`config.mk`:
```
export PLATFORM = sky130hd
export DESIGN_NAME = uart_rsp_mux
export DESIGN_NICKNAME = d
export VERILOG_FILES = /design/src/rtl/uart_rsp_pkg.sv /design/src/rtl/uart_rsp_fifo.sv /design/src/rtl/uart_rsp_mux.sv
export SDC_FILE = /design/constraint.sdc
export NUM_CORES = 1
export LEC_CHECK = 0
export CAP_MARGIN = 25
export CORE_ASPECT_RATIO = 0.6
export CORE_MARGIN = 2
export CORE_UTILIZATION = 30
export CTS_CLUSTER_SIZE = 20
export DETAILED_ROUTE_END_ITERATION = 10
export MAX_ROUTING_LAYER = met4
export PLACE_DENSITY = 0.57
export REMOVE_ABC_BUFFERS = 1
export SYNTH_ARGS = -nofsm -noshare
export SYNTH_HDL_FRONTEND = slang
export SYNTH_SLANG_ARGS = --single-unit
```
`constraint.sdc`:
```
create_clock -name clk_i -period 3.13 [get_ports clk_i]
set_input_delay 0.626 -clock clk_i [delete_from_list [all_inputs] [get_ports clk_i]]
set_output_delay 0.626 -clock clk_i [all_outputs]
set_load 0.01 [all_outputs]
```
`src/rtl/uart_rsp_pkg.sv`:
```
// Shared types and helpers for the UART response multiplexer.
//   state_e   : arbiter/FSM states
//   ch_idx_w  : bit width needed to hold a channel index
//   tag_mark  : channel-tag marker (MSB of a data word), 32-bit wide,
//               sliced by the user to the data width
package uart_rsp_pkg;

  typedef enum logic [1:0] {
    IDLE = 2'd0,
    TAG  = 2'd1,
    DATA = 2'd2
  } state_e;

  function automatic int unsigned ch_idx_w(input int unsigned n);
    return (n > 1) ? $clog2(n) : 1;
  endfunction

  function automatic logic [31:0] tag_mark(input int unsigned w);
    return 32'd1 << (w - 1);
  endfunction

endpackage

```
`src/rtl/uart_rsp_fifo.sv`:
```
// Single-clock FIFO for one response channel.
//   push_i/wdata_i : write side (ignored when full)
//   pop_i          : read side (ignored when empty)
//   rdata_o        : head word
//   rdata_nxt_o    : word that becomes head after a pop this cycle
//   full_o/empty_o : occupancy flags
//   last_o         : exactly one word stored
module uart_rsp_fifo #(
  parameter int WIDTH = 8,
  parameter int DEPTH = 4
) (
  input  logic             clk_i,
  input  logic             rst_ni,
  input  logic             push_i,
  input  logic [WIDTH-1:0] wdata_i,
  input  logic             pop_i,
  output logic [WIDTH-1:0] rdata_o,
  output logic [WIDTH-1:0] rdata_nxt_o,
  output logic             full_o,
  output logic             empty_o,
  output logic             last_o
);

  localparam int AW = (DEPTH > 1) ? $clog2(DEPTH) : 1;

  // Pointers carry one extra wrap bit to tell full from empty.
  logic [AW:0]      wr_ptr_q, wr_ptr_d;
  logic [AW:0]      rd_ptr_q, rd_ptr_d;
  logic [AW:0]      occ;
  logic [AW-1:0]    rd_nxt_idx;
  logic             push_ok, pop_ok;
  logic [WIDTH-1:0] mem_q [DEPTH];

  assign occ        = wr_ptr_q - rd_ptr_q;
  assign empty_o    = (wr_ptr_q == rd_ptr_q);
  assign full_o     = (wr_ptr_q[AW] != rd_ptr_q[AW]) &&
                      (wr_ptr_q[AW-1:0] == rd_ptr_q[AW-1:0]);
  assign last_o     = (occ == (AW+1)'(1));
  assign push_ok    = push_i & ~full_o;
  assign pop_ok     = pop_i & ~empty_o;
  assign rd_nxt_idx = rd_ptr_q[AW-1:0] + AW'(1);

  assign rdata_o = mem_q[rd_ptr_q[AW-1:0]];
  // With a single word stored, the successor is the word being written now.
  assign rdata_nxt_o = last_o ? wdata_i : mem_q[rd_nxt_idx];

  always_comb begin
    wr_ptr_d = wr_ptr_q + (AW+1)'(push_ok);
    rd_ptr_d = rd_ptr_q + (AW+1)'(pop_ok);
  end

  always_ff @(posedge clk_i or negedge rst_ni) begin
    if (!rst_ni) begin
      wr_ptr_q <= '0;
      rd_ptr_q <= '0;
    end else begin
      wr_ptr_q <= wr_ptr_d;
      rd_ptr_q <= rd_ptr_d;
    end
  end

  always_ff @(posedge clk_i) begin
    if (push_ok) mem_q[wr_ptr_q[AW-1:0]] <= wdata_i;
  end

endmodule

```
`src/rtl/uart_rsp_mux.sv`:
```
// Merges NUM_CH buffered response streams into one UART response stream,
// round-robin, up to BURST_MAX words per grant, optional channel tag word.
//   ch_val_i/ch_data_i/ch_rdy_o             : per-channel input handshakes
//   uart_rsp_data_o/uart_rsp_val_o/uart_rsp_rdy_i : merged output
//   busy_o                                  : any FIFO non-empty or FSM active
//
// state | meaning
// IDLE  | no grant; arbitrate among requesting channels
// TAG   | presenting tag word (TAG_MARK | grant)
// DATA  | presenting head word of granted FIFO
module uart_rsp_mux
  import uart_rsp_pkg::*;
#(
  parameter int UART_DATA_WIDTH = 8,
  parameter int NUM_CH          = 4,
  parameter int FIFO_DEPTH      = 4,
  parameter int BURST_MAX       = 4,
  parameter int TAG_EN          = 1
) (
  input  logic                              clk_i,
  input  logic                              rst_ni,
  input  logic [NUM_CH-1:0]                 ch_val_i,
  input  logic [NUM_CH*UART_DATA_WIDTH-1:0] ch_data_i,
  output logic [NUM_CH-1:0]                 ch_rdy_o,
  input  logic                              uart_rsp_rdy_i,
  output logic [UART_DATA_WIDTH-1:0]        uart_rsp_data_o,
  output logic                              uart_rsp_val_o,
  output logic                              busy_o
);

  localparam int W     = UART_DATA_WIDTH;
  localparam int CH_W  = ch_idx_w(NUM_CH);
  localparam int CNT_W = $clog2(BURST_MAX + 1);
  localparam logic [31:0]      TAG_MARK32 = tag_mark(UART_DATA_WIDTH);
  localparam logic [W-1:0]     TAG_MARK   = TAG_MARK32[W-1:0];
  localparam logic [CNT_W-1:0] BURST_LAST = CNT_W'(BURST_MAX - 1);
  localparam logic [CH_W-1:0]  CH_LAST    = CH_W'(NUM_CH - 1);

  logic [NUM_CH-1:0] push, pop, full, empty, last;
  logic [W-1:0]      head     [NUM_CH];
  logic [W-1:0]      head_nxt [NUM_CH];

  state_e            state_q, state_d;
  logic [CH_W-1:0]   grant_q, grant_d;
  logic [CH_W-1:0]   ptr_q, ptr_d;
  logic [CNT_W-1:0]  cnt_q, cnt_d;
  logic              val_q, val_d;
  logic [W-1:0]      data_q, data_d;
  logic [NUM_CH-1:0] req_q, req_d;

  logic              hs;
  logic              arb_found;
  logic [CH_W-1:0]   arb_idx;

  assign push     = ch_val_i & ~full;
  assign ch_rdy_o = ~full;
  assign hs       = val_q & uart_rsp_rdy_i;

  for (genvar gi = 0; gi < NUM_CH; gi++) begin : g_fifo
    uart_rsp_fifo #(
      .WIDTH (W),
      .DEPTH (FIFO_DEPTH)
    ) u_fifo (
      .clk_i       (clk_i),
      .rst_ni      (rst_ni),
      .push_i      (push[gi]),
      .wdata_i     (ch_data_i[gi*W +: W]),
      .pop_i       (pop[gi]),
      .rdata_o     (head[gi]),
      .rdata_nxt_o (head_nxt[gi]),
      .full_o      (full[gi]),
      .empty_o     (empty[gi]),
      .last_o      (last[gi])
    );
  end

  // Arbitration request: a word landing in an empty FIFO becomes eligible one
  // cycle later, while a pop that drains a FIFO withdraws it immediately so a
  // drained channel can never be granted.
  always_comb begin
    for (int i = 0; i < NUM_CH; i++) begin
      req_d[i] = ~empty[i] & ~(pop[i] & last[i] & ~push[i]);
    end
  end

  // Round-robin: first requester searching from ptr+1 with wrap-around.
  always_comb begin
    arb_found = 1'b0;
    arb_idx   = '0;
    for (int k = 1; k <= NUM_CH; k++) begin
      if (!arb_found && req_q[(int'(ptr_q) + k) % NUM_CH]) begin
        arb_found = 1'b1;
        arb_idx   = CH_W'((int'(ptr_q) + k) % NUM_CH);
      end
    end
  end

  always_comb begin
    state_d = state_q;
    grant_d = grant_q;
    ptr_d   = ptr_q;
    cnt_d   = cnt_q;
    val_d   = val_q;
    data_d  = data_q;
    pop     = '0;
    case (state_q)
      IDLE: begin
        if (arb_found) begin
          grant_d = arb_idx;
          ptr_d   = arb_idx;
          cnt_d   = '0;
          val_d   = 1'b1;
          if (TAG_EN != 0) begin
            state_d = TAG;
            data_d  = TAG_MARK | W'(arb_idx);
          end else begin
            state_d = DATA;
            data_d  = head[arb_idx];
          end
        end
      end
      TAG: begin
        if (hs) begin
          state_d = DATA;
          data_d  = head[grant_q];
        end
      end
      DATA: begin
        if (hs) begin
          pop[grant_q] = 1'b1;
          cnt_d        = cnt_q + CNT_W'(1);
          if (cnt_q == BURST_LAST || (last[grant_q] && !push[grant_q])) begin
            state_d = IDLE;
            val_d   = 1'b0;
            data_d  = '0;
          end else begin
            data_d = head_nxt[grant_q];
          end
        end
      end
      default: begin
        state_d = IDLE;
        val_d   = 1'b0;
        data_d  = '0;
      end
    endcase
  end

  always_ff @(posedge clk_i or negedge rst_ni) begin
    if (!rst_ni) begin
      state_q <= IDLE;
      grant_q <= '0;
      ptr_q   <= CH_LAST;
      cnt_q   <= '0;
      val_q   <= 1'b0;
      data_q  <= '0;
      req_q   <= '0;
    end else begin
      state_q <= state_d;
      grant_q <= grant_d;
      ptr_q   <= ptr_d;
      cnt_q   <= cnt_d;
      val_q   <= val_d;
      data_q  <= data_d;
      req_q   <= req_d;
    end
  end

  assign uart_rsp_val_o  = val_q;
  assign uart_rsp_data_o = data_q;
  assign busy_o          = (state_q != IDLE) | ~(&empty);

endmodule
```
==> results.cfg <==
[drt]
drc = 0
antenna_left = 0
drtIter0Drc = 420
wl_per_cell_microns = 21.5
dr.pass1.iters = 7
dr_total_vias = 5414
viasPerCell = 5.20
finalWirelength_mm = 22.4

[cts]
clkLatencyLatePin_ns = 0.44
path_clk_slew_ns = 0.07
cts_buffers = 17
clock_path_buffers = 2
clock_sinks = 174
h-tree-depth = 4
cts_root_buffer = clkbuf_16
cts_tree = built

[timing]
rsz0062_at_grt = false
period_share_pct = 89.9
period_needed_ns = 2.81
worstMarginPinSlew_ns = 0.752
setup_viol = 0
finalWorstSetupSlack_ns = 0.315
hold_viol_final = 0
relSlewSlack_pct = 49.0
max_freq_mhz = 355
final_max_slew_viol_count = 0
tns_ns = 0
skew_ns = 0.0164

[yosys]
ys_seq_area_share_pct = 56.1
synth_top_area_share_pct = 43.2
yosysWarnings = 0
postSynthAreaPerCell_sq_um = 16.1
synth_edf_count = 128
synth_ff_type = edfxtp_1
synth_cells = 552
ys_types = 61
synth_common_cells = edfxtp_1, mux4_2, dfrtp_1
yosys.area.top_type = edfxtp_1
synth_area_sq_mm = 0.00891
synth_most_common_cell = edfxtp_1
ys_async_sr_fraction_pct = 26.4
synthTopCellsByArea = edfxtp_1, mux4_2, dfrtp_1, ha_1, mux2i_1
synth-seq-cells = 174

[place]
place_inst = 1007
dp_slack_ns = 0.319
routabilityCongestion = 0.840
dp.final_hpwl_mm = 16.4
portBuffers = 52

[finish]
drive_gt1_share_pct = 24.2
final_nets = 697
antenna_cells = 0
finalNonFillerCells = 1041
areaGrowthSynthToFinish_pct = 18.8

[global_route]
antenna_found_initial = 0
grt_use_total_pct = 15.8
grt_max_degree = 40
grt_overflow_total = 0
grt_pass1_vias = 5469
grt_first_pass_wirelength_mm = 34.0

[worst_setup_path]
required_ns = 3.49
arrival_ns = 3.18
crit_type = register to register
r2r_setup_slack_ns = 0.32
worst_setup_path_start_kind = register
path_max_fanout = 9
cp-end-kind = register

[die]
dieHeight_microns = 137
initial_core_util_pct = 30.8
ios = 53
core_area_sq_mm = 0.0289
fp-row-count = 48
die_area_sq_mm = 0.0311
die_w_microns = 226

[pwr]
p_leak_nw = 3.83
power.density_mw_per_mm2 = 963
ir_worst_vdd_v = 0.000402

[min_path]
min_path_type = register to register

[job]
maxCapViolations = 0

[status]
status = completed
==> metal layers <==
| metal | global-route usage (%) | part of all wire [%] | up-vias |
|---|---|---|---|
| li1 | - | - | 2372 |
| met1 | 21.4 | 46 | 2813 |
| met2 | 22.6 | 45 | 214 |
| met3 | 5.31 | 8.5 | 15 |
| met4 | 4.31 | 0.90 | 0 |
| met5 | - | 0 | - |
==> metrics by stage <==
stage          power [mW]  hold slack, ns  util, %  instance area [sq um]
2_1_floorplan        6.28           0.330        -                   8670
3_3_place_gp         7.82           0.478     34.3                   9930
3_5_place_dp         7.98           0.482     34.3                   9930
4_1_cts              10.2           0.373     36.4                  10500
5_1_grt              10.8           0.498     36.6                  10600
6_report             10.2           0.487     36.6                  10600
==> state kept, by name, summed over array words and instances, names as in the netlist <==
signal	count
g_fifo.u_fifo.mem_q	128
grant_q	2
g_fifo.u_fifo.wr_ptr_q	12
g_fifo.u_fifo.rd_ptr_q	12
cnt_q	3
uart_rsp_val_o	1
ptr_q	2
state_q	2
uart_rsp_data_o	8
req_q	4
==> path summary, 6_finish.rpt <==
check | startpoint | end | cells past startpoint
worst max-delay path | g_fifo[3].u_fifo.wr_ptr_q[0] | uart_rsp_data_o[1] | 9
worst min-delay path | g_fifo[1].u_fifo.wr_ptr_q[2] | g_fifo[1].u_fifo.wr_ptr_q[2] | 1
worst max register to register | g_fifo[3].u_fifo.wr_ptr_q[0] | uart_rsp_data_o[1] | 9
worst min register to register | g_fifo[1].u_fifo.wr_ptr_q[2] | g_fifo[1].u_fifo.wr_ptr_q[2] | 1
max in group asynchronous | rst_ni | g_fifo[2].u_fifo.wr_ptr_q[1] | 4
min in group asynchronous | rst_ni | g_fifo[0].u_fifo.wr_ptr_q[1] | 2
==> worst max-delay path, cell delays in order (launching register included) <==
cell and delay (ns):
dfrtp_1 0.40, inv_1 0.09, ha_1 0.19, fa_1 0.38, xnor3_1 0.39, and2b_1 0.42
mux2i_1 0.19, a221oi_1 0.38, nor3_1 0.12, a21oi_1 0.16
==> logic make-up after synthesis <==
family / share of synthesized area [%]
compound gates: 5.16
xor+xnor: 1.77
fa+ha+maj: 4.55
buf+inv: 3.54
flops: 56.1
mux: 22.2
simple gates: 6.65
==> timing repair <==
| action | in CTS | in global routing |
|---|---|---|
| buffers inserted | 0 | 0 |
| hold endpoints to repair | 0 | 3 |
| resized for setup | 1 | 4 |
| hold buffers | 0 | 1 |
| gates cloned | 0 | 0 |
| setup endpoints to repair | 1 | 1 |
==> where the power goes <==
group,total (mW),leakage [nW],switching [mW],internal [mW]
Combinational,4.44,1.80,2.41,2.03
Clock,2.19,0.297,0.880,1.31
Sequential,3.55,1.74,0.429,3.12
Total,10.2,3.83,3.72,6.46
==> area by class of cell <==
class                      count  area (sq um)
clock buffer                  21           470
clock inverter                11           138
fill                        2756         18400
inverter                      20          75.1
multi-input combinational    328          3610
sequential                   174          5000
tap                          400           500
timing repair buffer          87           796
==> cells in the final DEF, fill, tap and decap left out, drive strengths merged, types with 4 or more instances in the layout <==
| cell type | instances |
|---|---|
| edfxtp | 128 |
| o221ai | 6 |
| mux2 | 12 |
| a22oi | 8 |
| buf | 35 |
| dfrtp | 44 |
| o21ai | 18 |
| nand3 | 12 |
| fa | 4 |
| mux2i | 24 |
| ha | 26 |
| nor2 | 22 |
| nor3 | 25 |
| nand2 | 25 |
| clkbuf | 21 |
| xor2 | 12 |
| clkinv | 5 |
| clkdlybuf4s50 | 50 |
| a21oi | 12 |
| nand2b | 7 |
| inv | 21 |
| mux4 | 69 |
| a32oi | 5 |
| nor4 | 4 |
Power figures use the tool's default switching activity.
